===== src/rtl/background_fetch.sv =====
// -----------------------------------------------------------------------------
// background_fetch
//
// Background pixel-fetch pipeline. It turns the VGA beam position and the
// per-frame scroll into a tile-map lookup, and the returned tile id into a
// tile-graphics address for background_ram. The palette index returned by
// background_ram is presented to the colour mapper exactly 4 cycles after the
// pixel entered. Throughput is one pixel per cycle and the pipeline never
// stalls.
//
// Tile graphics: tile t occupies addresses t*256 .. t*256+255 (16x16 px).
//
// Ports
//   Clk, Reset        clock; asynchronous active-high reset
//   DrawX, DrawY      screen position of the pixel entering this cycle
//   pixel_en          1 = DrawX/DrawY is a visible pixel
//   frame_start       1-cycle pulse at start of vertical blank (loads scroll)
//   scroll_x_in/_y_in requested world position of screen pixel (0,0)
//   map_addr          tile-map RAM address (registered)
//   map_data          tile id, valid 1 cycle after map_addr
//   bg_read_address   background_ram read address (registered)
//   bg_data           background_ram data, valid 1 cycle after the address
//   pix_index         palette index of the pixel presented 4 cycles earlier
//   pix_valid         pix_index belongs to a pixel_en=1 input
//   pix_opaque        pix_valid and pix_index != TRANSPARENT_IDX
// -----------------------------------------------------------------------------
module background_fetch #(
   parameter int unsigned MAP_W           = 64,
   parameter int unsigned MAP_H           = 32,
   parameter int unsigned MAP_AW          = 11,
   parameter int unsigned NUM_TILES       = 24,
   parameter int unsigned TRANSPARENT_IDX = 0
) (
   input  logic              Clk,
   input  logic              Reset,
   input  logic [9:0]        DrawX,
   input  logic [9:0]        DrawY,
   input  logic              pixel_en,
   input  logic              frame_start,
   input  logic [11:0]       scroll_x_in,
   input  logic [11:0]       scroll_y_in,
   output logic [MAP_AW-1:0] map_addr,
   input  logic [4:0]        map_data,
   output logic [18:0]       bg_read_address,
   input  logic [4:0]        bg_data,
   output logic [4:0]        pix_index,
   output logic              pix_valid,
   output logic              pix_opaque
);

   // World dimensions in pixels; 13 bits covers DrawX + scroll before wrap.
   localparam logic [12:0] WORLD_W     = 13'(MAP_W * 16);
   localparam logic [12:0] WORLD_H     = 13'(MAP_H * 16);
   localparam logic [5:0]  NUM_TILES_L = 6'(NUM_TILES);
   localparam logic [4:0]  TRANS_IDX   = 5'(TRANSPARENT_IDX);

   // Scroll shadows, only updated at frame_start
   logic [11:0]       scroll_x_q, scroll_x_d;
   logic [11:0]       scroll_y_q, scroll_y_d;

   // S0: world position and map address
   logic [12:0]       wx_sum, wy_sum, wx, wy;
   logic [MAP_AW-1:0] map_addr_q, map_addr_d;
   logic [3:0]        px0_q, py0_q;
   logic              v0_q;

   // S1: map RAM read in flight
   logic [3:0]        px1_q, py1_q;
   logic              v1_q;

   // S2: tile-graphics address
   logic              tile_ok;
   logic [18:0]       bg_addr_q, bg_addr_d;
   logic              bad2_q;
   logic              v2_q;

   // S3: background RAM read in flight
   logic              bad3_q;
   logic              v3_q;

   // S4: output register
   logic [4:0]        pix_index_q, pix_index_d;
   logic              pix_opaque_q, pix_opaque_d;
   logic              pix_valid_q;

   always_comb begin
      // NOTE: every signal gets a default first so no path leaves it unassigned, which would infer a latch.
      scroll_x_d = scroll_x_q;
      scroll_y_d = scroll_y_q;
      // Out-of-range scroll requests are ignored rather than wrapped.
      if (frame_start && ({1'b0, scroll_x_in} < WORLD_W)) scroll_x_d = scroll_x_in;
      if (frame_start && ({1'b0, scroll_y_in} < WORLD_H)) scroll_y_d = scroll_y_in;

      // Both terms are below the world size, so one conditional subtract wraps.
      wx_sum = {3'b000, DrawX} + {1'b0, scroll_x_q};
      wy_sum = {3'b000, DrawY} + {1'b0, scroll_y_q};
      wx     = (wx_sum >= WORLD_W) ? (wx_sum - WORLD_W) : wx_sum;
      wy     = (wy_sum >= WORLD_H) ? (wy_sum - WORLD_H) : wy_sum;

      map_addr_d = MAP_AW'(32'(wy[12:4]) * MAP_W + 32'(wx[12:4]));

      // Out-of-range tile ids fall back to tile 0's row/column but are flagged
      // so the pixel comes out transparent.
      tile_ok   = ({1'b0, map_data} < NUM_TILES_L);
      bg_addr_d = tile_ok ? {6'b0, map_data, py1_q, px1_q}
                          : {11'b0, py1_q, px1_q};

      pix_index_d  = (v3_q && !bad3_q) ? bg_data : TRANS_IDX;
      pix_opaque_d = v3_q && !bad3_q && (bg_data != TRANS_IDX);
   end

   always_ff @(posedge Clk or posedge Reset) begin
      if (Reset) begin
         scroll_x_q   <= '0;
         scroll_y_q   <= '0;
         map_addr_q   <= '0;
         px0_q        <= '0;
         py0_q        <= '0;
         v0_q         <= 1'b0;
         px1_q        <= '0;
         py1_q        <= '0;
         v1_q         <= 1'b0;
         bg_addr_q    <= '0;
         bad2_q       <= 1'b0;
         v2_q         <= 1'b0;
         bad3_q       <= 1'b0;
         v3_q         <= 1'b0;
         pix_index_q  <= '0;
         pix_valid_q  <= 1'b0;
         pix_opaque_q <= 1'b0;
      end else begin
         // NOTE: non-blocking assignments so every stage samples the previous stage's old value on the same edge.
         scroll_x_q   <= scroll_x_d;
         scroll_y_q   <= scroll_y_d;
         map_addr_q   <= map_addr_d;
         px0_q        <= wx[3:0];
         py0_q        <= wy[3:0];
         v0_q         <= pixel_en;
         px1_q        <= px0_q;
         py1_q        <= py0_q;
         v1_q         <= v0_q;
         bg_addr_q    <= bg_addr_d;
         bad2_q       <= !tile_ok;
         v2_q         <= v1_q;
         bad3_q       <= bad2_q;
         v3_q         <= v2_q;
         pix_index_q  <= pix_index_d;
         pix_valid_q  <= v3_q;
         pix_opaque_q <= pix_opaque_d;
      end
   end

   assign map_addr        = map_addr_q;
   assign bg_read_address = bg_addr_q;
   assign pix_index       = pix_index_q;
   assign pix_valid       = pix_valid_q;
   assign pix_opaque      = pix_opaque_q;

endmodule

===== config.mk =====
export PLATFORM = sky130hd
export DESIGN_NAME = background_fetch
export DESIGN_NICKNAME = d
export VERILOG_FILES = /design/src/rtl/background_fetch.sv
export SDC_FILE = /design/constraint.sdc
export NUM_CORES = 1
export LEC_CHECK = 0
export CELL_PAD_IN_SITES_DETAIL_PLACEMENT = 0
export CELL_PAD_IN_SITES_GLOBAL_PLACEMENT = 2
export CORE_UTILIZATION = 28
export CTS_CLUSTER_DIAMETER = 50
export CTS_CLUSTER_SIZE = 40
export DETAILED_ROUTE_END_ITERATION = 6
export PLACE_DENSITY = 0.76
export SLEW_MARGIN = 20
export SYNTH_ARGS = -nofsm -noshare
export SYNTH_HDL_FRONTEND = slang
export SYNTH_SLANG_ARGS = --single-unit

===== constraint.sdc =====
create_clock -name Clk -period 4.5 [get_ports Clk]
set_input_delay 0.9 -clock Clk [delete_from_list [all_inputs] [get_ports Clk]]
set_output_delay 0.9 -clock Clk [all_outputs]
set_load 0.005 [all_outputs]

# --- Word level (Yosys, flattened, before mapping) ---
# Cells that the tools add are included.
classes:
  n_addsub: 5
  multipliers: 0
  div: 0
  order_cmp: 5
  eq_ne: 0
  n_shift: 0
  n_mux: 4
  n_bitwise: 0
  n_reduce_logical: 7
op_table:
  columns: ["operator", "count"]
  rows:
  - ["$add 10x12->13", 2]
  - ["$mux 13", 2]
  - ["$ge 13x10->1 const B", 1]
  - ["$ge 13x11->1 const B", 1]
  - ["$sub 13x11->13 const B", 1]
  - ["$lt 12x10->1 const B", 1]
  - ["$lt 12x11->1 const B", 1]
  - ["$add 11x9->11", 1]
  - ["$mux 9", 1]
  - ["$sub 9x1->9 const B", 1]
  - ["$lt 5x5->1 const B", 1]
  - ["$mux 5", 1]
  - ["$reduce_bool 5->1", 1]
  - ["$logic_and 1x1->1", 4]
  - ["$logic_not 1->1", 2]
totals:
  ff_bits: 77
  latch_bits: 0
  ram_bits: 0
  rom_bits: 0
  input_bits: 58
  out_inout_bits: 37
  elab_cells: 38
  memories: 0

# --- Depth between registers and ports, before layout ---
# Gate-level depths: netlist of the first run.
depth:
  word_depth: 4
  mapped_depth: 21
  mapped_depth_nobuf: 21

# --- Worst setup path after synthesis of the first run ---
# Ideal clock, no wire load.
synth_timing:
  path_type: "input to register"
  start: "in DrawX[0]"
  end: "reg map_addr_q[10], in the netlist map_addr[10]"
  setup_time_ns: 0.125
  t_arrival_ns: 5.215
  required_time_ns: 4.375
  path_slack_ns: -0.840
  cell_stages: 21
  n_path_buf: 0
  path_cell_list: "ha_1 -> fa_1 -> a21o_1 -> a221oi_4 -> or2_1 -> a31oi_1 -> xor2_1 -> ha_1 -> nand2b_1 -> nor4b_1 -> mux2_2 -> or4b_1 -> o41ai_2 -> o21a_1 -> ha_1 -> inv_1 -> fa_1 -> inv_1 -> a21oi_1 -> or3_1 -> xnor2_1"
synth_between:
  elab_chain_len: 4
  elab_cells_between_ends: 5
  classes_between: "3 x add/sub; 1 x order compare; 1 x mux"
synth_lines:
  columns: ["item", "line", "source"]
  rows:
  - ["start: declaration", "36", "input logic [9:0] DrawX,"]
  - ["$add 10x12->13 (*)", "95", "wx_sum = {3'b000, DrawX} + {1'b0, scroll_x_q};"]
  - ["$sub 13x11->13 or $ge 13x11->1 (tied branches)", "97", "wx = (wx_sum >= WORLD_W) ? (wx_sum - WORLD_W) : wx_sum;"]
  - ["$mux 13 (*)", "97", null]
  - ["$add 11x9->11 (*)", "100", "map_addr_d = MAP_AW'(32'(wy[12:4]) * MAP_W + 32'(wx[12:4]));"]
  - ["named net map_addr_d[10]", "63", "logic [MAP_AW-1:0] map_addr_q, map_addr_d;"]
  - ["end signal: assignment", "135", "map_addr_q <= map_addr_d;"]
  - ["end: declaration", "63", null]
# The timed path passes the listed nets; every way through them passes the cells marked *.
# A chain may end at the register's enable or synchronous reset.

# --- Worst setup path in the final report of the first run ---
# Same ends and word-level chain as after synthesis.

==> results of run 1 <==
-- logic make-up (layout without fill, tap and decap cells) --
group,count (synthesis),in the layout,synth area share
flip-flops,74,74,0.549
AND/OR/NAND/NOR,58,58,0.102
AO/OA/AOI/OAI,47,47,0.106
buffers and inverters,20,171,0.0289
XOR/XNOR,18,18,0.0467
multiplexers,19,19,0.0634
adder cells (fa/ha/maj),26,26,0.103
other,1,6,0.00111
-- cells in the mapped netlist (2+ instances only) --
library cell / instances
dfrtp_1: 74
ha_1: 23
mux2_2: 19
inv_1: 13
xnor2_1: 12
a21oi_1: 11
nand2_1: 11
and2_1: 9
a21o_1: 8
buf_4: 6
nor2b_1: 6
o21ai_0: 6
xor2_1: 6
nor2_1: 5
and3_1: 3
fa_1: 3
nand2b_1: 3
or4_1: 3
a211oi_1: 2
a31oi_1: 2
nand3_1: 2
nand3b_1: 2
nor3_1: 2
o211ai_1: 2
o21a_1: 2
o21ai_1: 2
o31a_1: 2
or2_2: 2
or3_1: 2
-- flip-flops by register name (all words and copies together) (netlist names) --
signal and cells:
pix_opaque 1, v3_q 1, pix_index 5, bg_read_address 13, px1_q 4, pix_valid 1
px0_q 4, map_addr 11, scroll_y_q 9, bad3_q 1, v0_q 1, bad2_q 1
py1_q 4, py0_q 4, v1_q 1, v2_q 1, scroll_x_q 12
-- cell usage in the layout, fill, tap and decap left out, drive strengths merged, types with 4 or more instances in the layout --
| master | Yosys | routed |
|---|---|---|
| a21o | 8 | 8 |
| and3 | 4 | 4 |
| buf | 6 | 57 |
| mux2 | 19 | 19 |
| inv | 13 | 17 |
| nand2 | 11 | 11 |
| dfrtp | 74 | 74 |
| ha | 23 | 23 |
| nor2b | 6 | 6 |
| conb | 1 | 6 |
| clkdlybuf4s50 | 0 | 79 |
| o21ai | 8 | 8 |
| xor2 | 6 | 6 |
| xnor2 | 12 | 12 |
| dlygate4sd2 | 0 | 6 |
| nor2 | 5 | 5 |
| and2 | 9 | 9 |
| a21oi | 12 | 12 |
| clkbuf | 1 | 9 |
-- per-layer routing --
layer  vias to the layer above  wire, µm  GRT usage
li1                       1223         -          -
met4                         0       106     0.0432
met3                        10       486     0.0435
met5                         -         0          0
met1                      1210      3590      0.180
met2                        83      3700      0.215
-- power by group --
group / switching, mW / internal [mW] / total, mW / leakage [nW]
Sequential: 0.0610 / 0.839 / 0.900 / 0.887
Clock: 0.307 / 0.440 / 0.747 / 0.149
Combinational: 0.393 / 0.557 / 0.950 / 1.33
-- area by class of cell --
class / instances / area, µm² / share of cell area
flip-flops and latches: 74 / 1850 / 0.349
clock buffers: 9 / 225 / 0.0425
inverters: 13 / 48.8 / 0.00920
clock inverters: 7 / 83.8 / 0.0158
multi-input cells: 174 / 1630 / 0.308
well taps: 143 / 179 / 0.0338
repair buffers: 142 / 1280 / 0.241
-- timing repair --
item	4_1_cts	5_1_grt
buffers inserted	6	6
pin swaps	24	12
endpoints found under the setup margin	5	4
resized for setup	32	7
hold endpoints to repair	0	0
-- stage by stage --
step | setup WS, ns | TNS (ns) | area, µm² | util
after floorplan | -0.742 | -1.64 | 3430 | -
after global placement | -1.20 | -4.13 | 4750 | 0.411
after detailed placement | -1.36 | -4.82 | 4750 | 0.411
after CTS | -0.539 | -0.942 | 5230 | 0.452
after global routing | -0.792 | -2.13 | 5300 | 0.458
final | -0.556 | -1.25 | 5300 | 0.458
-- worst max-delay path by stage --
stage,endpoint,depth (start not counted),startpoint,slack [ns]
after CTS,map_addr[10],22,DrawX[0],-0.54
final,map_addr[10],22,DrawX[0],-0.56
after global placement,map_addr[10],22,DrawX[0],-1.20
after floorplan,map_addr[10],21,DrawX[0],-0.74
after global routing,map_addr[10],22,DrawX[0],-0.79
after detailed placement,map_addr[10],22,DrawX[0],-1.36
==> results.json, run 1 <==
{
  "status": "complete, but fails checks",
  "violations": "design-rule violations, negative setup slack",
  "drt-pass1-iter-count": 6,
  "hold_viol": 0,
  "die_w_um": 112,
  "start_kind": "input pin",
  "cts.clk_slew.worst_paths_ns": 0.07,
  "critical_path_class": "in2reg",
  "drt-vias-per-instance": 4.49,
  "crit_slowest_cell": "or4b_4",
  "fin_crit_ns": 5.06,
  "hold_end": "py1_q[0]",
  "cts-root-buf": "clkbuf_16",
  "wl_per_cell_um": 14.0,
  "dpl.hpwl_mm": 5.72,
  "grt_pass1_vias": 2632,
  "reg2reg_depth": 21,
  "cts_buffers": 9,
  "fillCellCount": 1090,
  "total_power_mw": 2.60,
  "clock_path_buffers": 2,
  "critical-path-top-delay-family": "adder cells",
  "place_inst": 534,
  "hold_buffers": 0,
  "grt_max_degree": 32,
  "slew_headroom": 0.594,
  "cp_num_buf_inv": 3,
  "hold_depth": 0,
  "fin_nets": 498,
  "fin_crit_sh": 1.12,
  "syn2layout_area_growth_pct": 57.1,
  "crit_chain": "buf_6 -> ha_4 -> fa_2 -> a21o_1 -> a221oi_4 -> or2_1 -> a31oi_1 -> xor2_1 -> ha_2 -> nand2b_4 -> nor4b_4 -> mux2_4 -> or4b_4 -> o41ai_4 -> o21a_1 -> ha_2 -> inv_2 -> fa_2 -> inv_2 -> a21oi_2 -> or3_1 -> xnor2_1",
  "peakVddDrop_mv": 0.201,
  "syn-mean-instance-area_um2": 12.8,
  "synth_warnings": 0,
  "fin_cells": 562,
  "synth_cell_types": 49,
  "h-tree-depth": 3,
  "routed_wl_mm": 7.89,
  "cp.required_ns": 4.72,
  "p_leak_nw": 2.37,
  "slew_viol_final": 0,
  "hold_class": "reg2reg",
  "grtUsageTotal": 0.137,
  "power_density_nw_per_um2": 490,
  "ant_nets": 0,
  "hold_ws_ns": 0.344,
  "synth_cells": 263,
  "gp_congestion": 0.773,
  "synth_largest_area_cell": "dfrtp_1",
  "dieArea_um2": 12500,
  "routed-via-count": 2526,
  "ys_seq_elements": 74,
  "skew_ns": 0.00776,
  "clk_latency_ns": 0.34,
  "worst_pin_slew_ns": 0.608,
  "slowest_delay_ns": 0.47,
  "max-cap-violations": 0,
  "rr_startpoint": "scroll_x_q[0]",
  "die_h_um": 112,
  "clock_sinks": 74,
  "setup_slack_ns": -0.556,
  "ioPinCount": 95,
  "drive_gt1_frac": 0.308,
  "drtIter0Drc": 111,
  "max_freq_mhz": 198,
  "core_um2": 11600,
  "synth_area_leaders": "dfrtp_1, ha_1, mux2_2, xnor2_1, fa_1",
  "cp-end-kind": "flip-flop",
  "diodes": 0,
  "seq_area_frac_synth": 0.549,
  "crit_fanout": 2,
  "r2r_end": "map_addr[10]",
  "synth_flop_cell": "dfrtp_1",
  "initial_core_util": 0.292,
  "r2r_slack_ns": -0.32,
  "grt_remaining_overflow": 0,
  "synth_top_area_frac": 0.549,
  "hp-start": "py0_q[0]",
  "worst_ep_arrival_time_ns": 5.28,
  "synth_area_um2": 3370,
  "setup_violations": 4,
  "synth-edff-count": 0,
  "cts_tree": "yes",
  "rsz0062_at_grt": "yes",
  "drc": 10,
  "core.rowCount": 39,
  "port_buffers": 87,
  "grt_pass1_wl_mm": 13.2,
  "async_reset_ff_frac": 1.00,
  "antenna_found_initial": 0
}
No activity file was read; power rests on OpenSTA's default activity.
==> run 2, diff against run 1 <==
--- a/config.mk
+++ b/config.mk
@@ -11,6 +11,7 @@
 export CTS_CLUSTER_DIAMETER = 50
 export CTS_CLUSTER_SIZE = 40
 export DETAILED_ROUTE_END_ITERATION = 6
+export GPL_TIMING_DRIVEN = 0
 export PLACE_DENSITY = 0.76
 export SLEW_MARGIN = 20
 export SYNTH_ARGS = -nofsm -noshare
==> results.json, run 2 (same netlist as run 1, synthesis figures left out) <==
{
  "largest_reg_flops": 13,
  "drc": 11,
  "violations": "design-rule violations, negative setup slack",
  "fillCellCount": 1097,
  "initial_core_util": 0.292,
  "skew_ns": 0.00465,
  "multi_input_area_um2": 1630,
  "slew_headroom": 0.478,
  "start_kind": "input pin",
  "globalRouteMet3Util": 0.0272,
  "cp-end-kind": "flip-flop",
  "drtIter0Drc": 96,
  "setup_violations": 4,
  "power_density_nw_per_um2": 485,
  "max_freq_mhz": 192,
  "routed-via-count": 2344,
  "port_buffers": 87,
  "grtUsageTotal": 0.122,
  "max-cap-violations": 0,
  "cts_buffers": 9,
  "pre_cts_ws_ns": -1.70,
  "hold_depth": 0,
  "grt-busiest-layer": "met2",
  "met2_usage": 0.188,
  "setup_slack_ns": -0.704,
  "place_inst": 499,
  "slew_viol_final": 0,
  "grt_max_degree": 46,
  "final_cell_mix": "clkdlybuf4s50_1, dfrtp_1, buf_4",
  "ant_nets": 0,
  "routed_wl_mm": 7.07,
  "grt_remaining_overflow": 0,
  "regArea_um2": 1850,
  "fin_crit_ns": 5.20,
  "die_h_um": 112,
  "final_util": 0.439,
  "core_um2": 11600,
  "critical_path_class": "in2reg",
  "drt-pass1-iter-count": 6,
  "fin_cells": 531,
  "cts_tree": "yes",
  "syn2layout_area_growth_pct": 50.6,
  "crit_fanout": 2,
  "grt_pass1_vias": 2469,
  "drt-vias-per-instance": 4.41,
  "worst_ep_arrival_time_ns": 5.41,
  "cp.required_ns": 4.71,
  "peakVddDrop_mv": 0.159,
  "reg2reg_depth": 21,
  "rsz0062_at_grt": "yes",
  "h-tree-depth": 3,
  "dieArea_um2": 12500,
  "drive_gt1_frac": 0.247,
  "cts-root-buf": "clkbuf_16",
  "core.rowCount": 39,
  "final_common_cell": "clkdlybuf4s50_1",
  "diodes": 0,
  "fin_crit_sh": 1.16,
  "clock_path_buffers": 2,
  "hold_viol": 0,
  "dpl.hpwl_mm": 5.11,
  "hold_class": "reg2reg",
  "fin_nets": 467,
  "clk_latency_ns": 0.33,
  "ioPinCount": 95,
  "die_w_um": 112,
  "gp_congestion": 0.760,
  "p_leak_nw": 2.22,
  "cts.clk_slew.worst_paths_ns": 0.06,
  "wl_per_cell_um": 13.3,
  "antenna_found_initial": 0,
  "status": "complete, but fails checks",
  "grt_pass1_wl_mm": 11.9,
  "use_met1": 0.166,
  "clock_sinks": 74,
  "worst_pin_slew_ns": 0.779
}
[run 2: path summary, 6_finish.rpt]
check,from,endpoint,slack [ns]
max in group asynchronous,Reset,scroll_x_q[8],3.03
worst min-delay path,px1_q[3],bg_read_address[3],0.35
worst min register to register,px1_q[3],bg_read_address[3],0.35
worst max register to register,scroll_x_q[0],map_addr[10],-0.47
worst max-delay path,DrawX[0],map_addr[10],-0.70
min in group asynchronous,Reset,px0_q[0],0.93
[run 2: worst max-delay path: stages]
cell and delay (ns):
buf_6 0.09, ha_4 0.15, fa_2 0.39, a21o_1 0.21, a221oi_4 0.28, or2_1 0.18
a31oi_1 0.10, xor2_1 0.24, ha_2 0.25, nand2b_4 0.06, nor4b_2 0.21, mux2_4 0.19
or4b_4 0.47, o41ai_4 0.33, o21a_1 0.17, ha_2 0.19, inv_2 0.04, fa_2 0.34
inv_2 0.06, a21oi_2 0.04, or3_4 0.37, xnor2_2 0.13
[run 2: layout make-up]
class | count | area share
timing repair buffer | 104 | 0.199
clock buffer | 10 | 0.0470
tap | 143 | 0.0352
clock inverter | 6 | 0.0128
inverter | 13 | 0.0101
buffer | 7 | 0.00960
sequential | 74 | 0.364
multi-input combinational | 174 | 0.322
[run 2: power breakdown]
group          leakage (nW)  total, mW  internal, mW  switching, mW
registers             0.887      0.900         0.839         0.0610
clock network         0.149      0.733         0.446          0.287
logic                  1.19      0.830         0.479          0.351
total                  2.22       2.46          1.76          0.699
[run 2: per-stage QoR]
| step | power, mW | cell area (µm²) | setup TNS (ns) | hold WS [ns] |
|---|---|---|---|---|
| floorplan | 1.31 | 3430 | -1.64 | 0.331 |
| global placement | 1.62 | 4480 | -6.06 | 0.332 |
| detailed placement | 1.64 | 4510 | -6.19 | 0.335 |
| CTS | 2.46 | 5030 | -1.57 | 0.345 |
| global route | 2.62 | 5080 | -2.59 | 0.352 |
| finish | 2.46 | 5080 | -1.81 | 0.346 |
[run 2: metal layers]
layer	vias to the layer above	part of all wire
met5	-	0
met4	0	0.015
met3	9	0.062
met2	72	0.44
met1	1107	0.48
li1	1156	-
[run 2: repair_timing]
item,in CTS,in global routing
buffers inserted,14,2
gates resized for setup,31,8
endpoints found under the setup margin,5,4
pin swaps,17,11
hold buffers,0,0
==> run 3, diff against run 2 <==
--- a/config.mk
+++ b/config.mk
@@ -12,7 +12,7 @@
 export CTS_CLUSTER_SIZE = 40
 export DETAILED_ROUTE_END_ITERATION = 6
 export GPL_TIMING_DRIVEN = 0
-export PLACE_DENSITY = 0.76
+export PLACE_DENSITY_LB_ADDON = 0.3
 export SLEW_MARGIN = 20
 export SYNTH_ARGS = -nofsm -noshare
 export SYNTH_HDL_FRONTEND = slang
==> results.json, run 3 (same netlist as run 1, synthesis figures left out) <==
{
  "p_int_mw": 1.75,
  "slew_viol_final": 0,
  "pwr-share-seq": 0.368,
  "status": "complete, but fails checks",
  "grt_remaining_overflow": 0,
  "fin_nets": 468,
  "dieArea_um2": 12500,
  "r2r_end": "map_addr[10]",
  "startpoint": "DrawX[0]",
  "routed-via-count": 2394,
  "p_comb_frac": 0.344,
  "ioPinCount": 95,
  "p_leak_nw": 2.22,
  "h-tree-depth": 3,
  "hold_class": "reg2reg",
  "antenna_found_initial": 0,
  "clock_path_buffers": 2,
  "grt_pass1_vias": 2517,
  "grt_pass1_wl_mm": 12.1,
  "swShare": 0.286,
  "clkPwrFrac": 0.288,
  "use_met1": 0.163,
  "clock_sinks": 74,
  "globalRouteMet3Util": 0.0321,
  "clk_latency_ns": 0.33,
  "drtIter0Drc": 46,
  "worst_ep_arrival_time_ns": 5.38,
  "worst_pin_slew_ns": 0.730,
  "setup_slack_ns": -0.665,
  "endpoint": "map_addr[10]",
  "fin_crit_sh": 1.15,
  "dpl.hpwl_mm": 5.17,
  "rsz0062_at_grt": "yes",
  "drive_gt1_frac": 0.250,
  "final_cell_mix": "clkdlybuf4s50_1, dfrtp_1, buf_4",
  "r2r_slack_ns": -0.43,
  "hold_viol": 0,
  "placed_area_um2": 4510,
  "cts_buffers": 9,
  "grtUsageTotal": 0.126,
  "core_um2": 11600,
  "hold_ws_ns": 0.339,
  "initial_core_util": 0.292,
  "slew_headroom": 0.511,
  "port_buffers": 87,
  "die_h_um": 112,
  "reg2reg_depth": 21,
  "start_kind": "input pin",
  "max_freq_mhz": 194,
  "drt-pass1-iter-count": 6,
  "setup_violations": 4,
  "met2_usage": 0.201,
  "syn2layout_area_growth_pct": 51.1,
  "diodes": 0,
  "drc": 10,
  "total_power_mw": 2.45,
  "cts_tree": "yes",
  "max-cap-violations": 0,
  "pre_cts_ws_ns": -1.69,
  "routed_wl_mm": 7.25,
  "grt_max_degree": 46,
  "cts-root-buf": "clkbuf_16",
  "fin_crit_ns": 5.17,
  "skew_ns": 0.00697,
  "violations": "design-rule violations, negative setup slack",
  "cts.clk_slew.worst_paths_ns": 0.06,
  "final_common_cell": "clkdlybuf4s50_1",
  "ant_nets": 0,
  "power_density_nw_per_um2": 481,
  "grt-busiest-layer": "met2",
  "peakVddDrop_mv": 0.213,
  "core.rowCount": 39,
  "die_w_um": 112,
  "crit_fanout": 2,
  "hp-start": "py1_q[2]",
  "largest_reg_flops": 13,
  "wl_per_cell_um": 13.6,
  "cp.required_ns": 4.71,
  "p_sw_mw": 0.701,
  "setup-tns-final_ns": -1.61,
  "critical_path_class": "in2reg",
  "rr_startpoint": "scroll_x_q[0]",
  "fin_area_um2": 5100,
  "cp-end-kind": "flip-flop",
  "gp_congestion": 0.772,
  "drt-vias-per-instance": 4.51,
  "fillCellCount": 1087
}
-- run 3: worst min-delay path by stage --
stage                               endpoint  slack (ns)  cells past startpoint
final                     bg_read_address[6]        0.34                      0
after global routing      bg_read_address[6]        0.35                      0
after CTS                 bg_read_address[6]        0.34                      0
after detailed placement  bg_read_address[6]        0.33                      0
after global placement    bg_read_address[5]        0.33                      0
after floorplan                       bad3_q        0.33                      0
-- run 3: timing repair --
item / 4_1_cts / 5_1_grt
cloned: 0 / 0
endpoints found under the setup margin: 5 / 4
hold buffers: 0 / 0
buffers inserted: 12 / 5
hold endpoints to repair: 0 / 0
gates resized for setup: 34 / 6
pin swaps: 17 / 10
-- run 3: power by group through the flow --
stage	Combinational (mW)	Sequential, mW	Clock (mW)
after floorplan	0.400	0.909	0
after global placement	0.718	0.910	0
after detailed placement	0.728	0.913	0
after CTS	0.809	0.908	0.732
after global routing	0.924	0.927	0.761
final	0.844	0.903	0.706
-- run 3: cell type report --
type                            instances  area, µm²  area share
Multi-Input combinational cell        174       1660       0.325
Buffer                                  7       48.8     0.00957
Sequential cell                        74       1850       0.363
Inverter                               13       51.3      0.0101
Tap cell                              143        179      0.0351
Clock inverter                          6       67.6      0.0133
Timing Repair Buffer                  105       1020       0.200
Clock buffer                            9        225      0.0442
-- run 3: worst max-delay path, stage by stage --
cell	delay, ns
buf_6	0.09
ha_4	0.15
fa_2	0.39
a21o_1	0.20
a221oi_4	0.30
or2_1	0.17
a31oi_1	0.09
xor2_1	0.24
ha_2	0.27
nand2b_4	0.07
nor4b_4	0.19
mux2_4	0.18
or4b_4	0.47
o41ai_4	0.33
o21a_1	0.17
ha_2	0.18
inv_2	0.04
fa_2	0.34
inv_2	0.06
a21oi_2	0.04
or3_4	0.37
xnor2_2	0.13
-- run 3: through the flow --
step                std cells   util
finish                    531  0.441
global route              531  0.441
CTS                       526  0.434
detailed placement        499  0.390
global placement          498  0.387
floorplan                 268      -
-- run 3: metal layers --
metal	wire [µm]	share of wire	vias up
met2	3360	0.46	65
met1	3380	0.47	1162
li1	-	-	1160
met4	103	0.014	0
met3	405	0.056	7
met5	0	0	-
==> patch 1 (flow settings as in run 1) <==
Change the parameter `MAP_AW` from 11 to 13.
--- a/src/rtl/background_fetch.sv
+++ b/src/rtl/background_fetch.sv
@@ -28,5 +28,5 @@
    parameter int unsigned MAP_W           = 64,
    parameter int unsigned MAP_H           = 32,
-   parameter int unsigned MAP_AW          = 11,
+   parameter int unsigned MAP_AW          = 13,
    parameter int unsigned NUM_TILES       = 24,
    parameter int unsigned TRANSPARENT_IDX = 0
Ports: changed (resized map_addr); port bits go from 95 to 97. No check against the original RTL was run, so the function may have changed too.
==> patch 1 against run 1 <==
Power rose by 5.5%; via count rose by 6.0%; design area rose by 6.7%; synthesized area rose by 7.7%; die area rose by 7.5%; clock skew rose by 0.0017 ns; global-route usage fell by 0.79 points; the flow finishes with violations (negative setup slack); sequential cell count rose by 5; wire length rose by 0.27%; worst setup slack got worse by 0.055 ns; sequential share of layout area barely moved; core utilization fell by 1.0 points.
==> patch 1: results <==
# TYPE chip_impl_metric gauge
chip_impl_info{name="result_of_the_run",value="finished, violations left"} 1
chip_impl_info{name="violated_checks",value="negative setup slack"} 1
chip_impl_metric{name="critPathArrivalTime",unit="ns"} 5.39
chip_impl_metric{name="setup_violations",unit=""} 3
chip_impl_metric{name="final.setup_skew",unit="ns"} 0.00943
chip_impl_metric{name="placement.setup.worst_slack",unit="ns"} -1.57
chip_impl_metric{name="layoutNonFillerInstCount",unit=""} 619
chip_impl_metric{name="final_cell_area",unit="um2"} 5660
chip_impl_metric{name="gate_count_after_technology_mapping",unit=""} 288
chip_impl_metric{name="fin_worst_hold_slack",unit="ns"} 0.347
chip_impl_metric{name="post_route_cells_drive_above_1_share",unit="%"} 28.6
chip_impl_metric{name="worst-slew-pin-transition",unit="ns"} 0.952
chip_impl_metric{name="met2WireLength",unit="um"} 3750
chip_impl_metric{name="port_buffers",unit=""} 90
chip_impl_metric{name="ys_types",unit=""} 50
chip_impl_metric{name="routed-via-count",unit=""} 2677
chip_impl_info{name="critical_path.top_delay_family",value="simple AND/OR/NAND/NOR gates"} 1
chip_impl_info{name="timing.hold.worst.start",value="px0_q[3]"} 1
chip_impl_info{name="endpoint",value="map_addr[12]"} 1
chip_impl_info{name="worst_case_hold_path_end_point",value="px1_q[3]"} 1
chip_impl_metric{name="comb-power",unit="W"} 0.00108
chip_impl_metric{name="gp_congestion",unit=""} 0.726
chip_impl_metric{name="routed-wl-met3",unit="um"} 315
chip_impl_metric{name="fin_total_pwr",unit="W"} 0.00274
chip_impl_metric{name="initialDrtViolationCount",unit=""} 76
chip_impl_info{name="synth_top_cells_by_count",value="79 x sky130_fd_sc_hd__dfrtp_1, 26 x sky130_fd_sc_hd__ha_1, 14 x sky130_fd_sc_hd__a21oi_1"} 1
chip_impl_metric{name="first_global_vias",unit=""} 2774
chip_impl_metric{name="ff2ff_setup_slack",unit="ns"} -0.39
chip_impl_metric{name="grt.met1_usage",unit="%"} 16.4
chip_impl_metric{name="worst_r2r_path_depth",unit=""} 20
chip_impl_metric{name="finalNetCount",unit=""} 529
chip_impl_metric{name="place.detailed.instances",unit=""} 582
chip_impl_metric{name="postCtsSetupRepairBufs",unit=""} 17
chip_impl_metric{name="number_of_gates_resized_after_cts",unit=""} 21
chip_impl_metric{name="vdd_drop_max",unit="mV"} 0.189
chip_impl_metric{name="final.setup.worst_slack",unit="ns"} -0.611
chip_impl_metric{name="grt_util_met3",unit="%"} 2.30
chip_impl_metric{name="drtPass1Iterations",unit=""} 4
chip_impl_metric{name="place.detailed.hpwl",unit="um"} 5770
==> patch 1: area by class of cell <==
| cell class | instances | area [um2] |
|---|---|---|
| inverter | 11 | 43.8 |
| multi-input combinational | 195 | 1800 |
| fill | 1205 | 6960 |
| clock buffer | 10 | 239 |
| clock inverter | 6 | 50.0 |
| sequential | 79 | 1980 |
| timing repair buffer | 146 | 1330 |
| tap | 172 | 215 |
==> patch 1: cells by family after synthesis <==
logic type / after synthesis / share of synthesized area, %
AO/OA/AOI/OAI: 53 / 9.61
XOR/XNOR: 25 / 6.23
adder cells (fa/ha/maj): 29 / 10.6
buffers and inverters: 19 / 2.58
flip-flops: 79 / 54.4
multiplexers: 20 / 6.20
other: 1 / 0.103
AND/OR/NAND/NOR: 62 / 10.3
==> patch 2 (config.mk and constraints of run 1) <==
Made on the original files. `py1_q` no longer has a reset.
--- a/src/rtl/background_fetch.sv
+++ b/src/rtl/background_fetch.sv
@@ -119,5 +119,4 @@
          v0_q         <= 1'b0;
          px1_q        <= '0;
-         py1_q        <= '0;
          v1_q         <= 1'b0;
          bg_addr_q    <= '0;
@@ -138,5 +137,4 @@
          v0_q         <= pixel_en;
          px1_q        <= px0_q;
-         py1_q        <= py0_q;
          v1_q         <= v0_q;
          bg_addr_q    <= bg_addr_d;
@@ -151,4 +149,8 @@
    end
 
+   always_ff @(posedge Clk) begin
+      py1_q <= py0_q;
+   end
+
    assign map_addr        = map_addr_q;
    assign bg_read_address = bg_addr_q;
Behaviour: same outputs for any inputs over 10 cycles, from zero or initial values and one cycle with Reset high; that may be too few to reach the edited logic, so the function may still have changed.
==> patch 2 against run 1 <==
The flow still finishes with violations (design-rule violations, negative setup slack); sequential cell count stayed put; synthesized area is 0.59% lower; sequential share of layout area is 0.36 points higher; register-to-register slack better by 0.10 ns; worst setup slack better by 0.077 ns; design area is 2.1% lower; power is 3.0% lower; wire length is 4.5% lower; critical path type unchanged; largest power group unchanged.
==> patch 2: results <==
# TYPE chip_impl_metric gauge
chip_impl_info{name="result_of_the_run",value="finished, violations left"} 1
chip_impl_info{name="violated_checks",value="design-rule violations, negative setup slack"} 1
chip_impl_metric{name="met2WireLength",unit="um"} 3480
chip_impl_info{name="synth_top_cells_by_count",value="70 x sky130_fd_sc_hd__dfrtp_1, 23 x sky130_fd_sc_hd__ha_1, 19 x sky130_fd_sc_hd__mux2_2"} 1
chip_impl_metric{name="multi_input_area_share",unit="%"} 31.0
chip_impl_metric{name="ys_types",unit=""} 50
chip_impl_metric{name="timing.setup.tns",unit="ns"} -1.11
chip_impl_metric{name="post_route_cells_drive_above_1_share",unit="%"} 28.5
chip_impl_metric{name="layout_non_clock_buf_share",unit="%"} 23.7
chip_impl_metric{name="synth.avg_cell_area",unit="um2"} 12.8
chip_impl_metric{name="comb-power",unit="W"} 0.000922
chip_impl_metric{name="drcViolationCount",unit=""} 10
chip_impl_metric{name="vdd_drop_max",unit="mV"} 0.177
chip_impl_info{name="timing.hold.worst.start",value="py1_q[0]"} 1
chip_impl_metric{name="drtPass1Iterations",unit=""} 7
chip_impl_metric{name="via_per_inst",unit=""} 4.43
chip_impl_metric{name="part_of_the_yosys_area_used_for_sequential_elements",unit="%"} 54.6
chip_impl_metric{name="num-nonclk-buffers",unit=""} 134
chip_impl_metric{name="final.setup.worst_slack",unit="ns"} -0.479
chip_impl_metric{name="first_global_vias",unit=""} 2663
chip_impl_metric{name="seq_cell_count",unit=""} 74
chip_impl_metric{name="wire_per_inst",unit="um"} 13.6
chip_impl_info{name="worst_case_hold_path_end_point",value="bg_read_address[4]"} 1
chip_impl_metric{name="route.layer.met1.wl",unit="um"} 3550
chip_impl_metric{name="ff2ff_setup_slack",unit="ns"} -0.22
chip_impl_metric{name="clock_latency",unit="ns"} 0.32
chip_impl_metric{name="setup_violations",unit=""} 4
chip_impl_metric{name="place.detailed.hpwl",unit="um"} 5530
chip_impl_metric{name="async_reset_ff_share",unit="%"} 94.6
chip_impl_metric{name="nClkBuffers",unit=""} 10
-- patch 2: changes by cell type after synthesis, sizes merged --
cell / change
dfxtp: +4
dfrtp: -4
-- patch 2: metrics by stage --
| stage | worst slack, ns | cell area [um2] |
|---|---|---|
| finish | -0.479 | 5190 |
| CTS | -0.500 | 5160 |
| floorplan | -0.742 | 3410 |
| detailed placement | -1.38 | 4690 |
| global route | -0.719 | 5190 |
| global placement | -1.24 | 4690 |
-- patch 2: cells by family (layout without fill, tap and decap cells) --
group | Yosys count | in the layout | share of synthesized area [%]
adder cells (fa/ha/maj) | 26 | 26 | 10.4
buffers and inverters | 20 | 163 | 2.91
AO/OA/AOI/OAI | 47 | 47 | 10.7
AND/OR/NAND/NOR | 58 | 58 | 10.3
multiplexers | 19 | 19 | 6.38
other | 1 | 6 | 0.112
flip-flops | 74 | 74 | 54.6
XOR/XNOR | 18 | 18 | 4.70
-- patch 2: what timing repair did --
action	CTS	global route
endpoints found under the setup margin	5	4
gates resized for setup	36	2
pin swaps	22	6
setup buffers	8	3
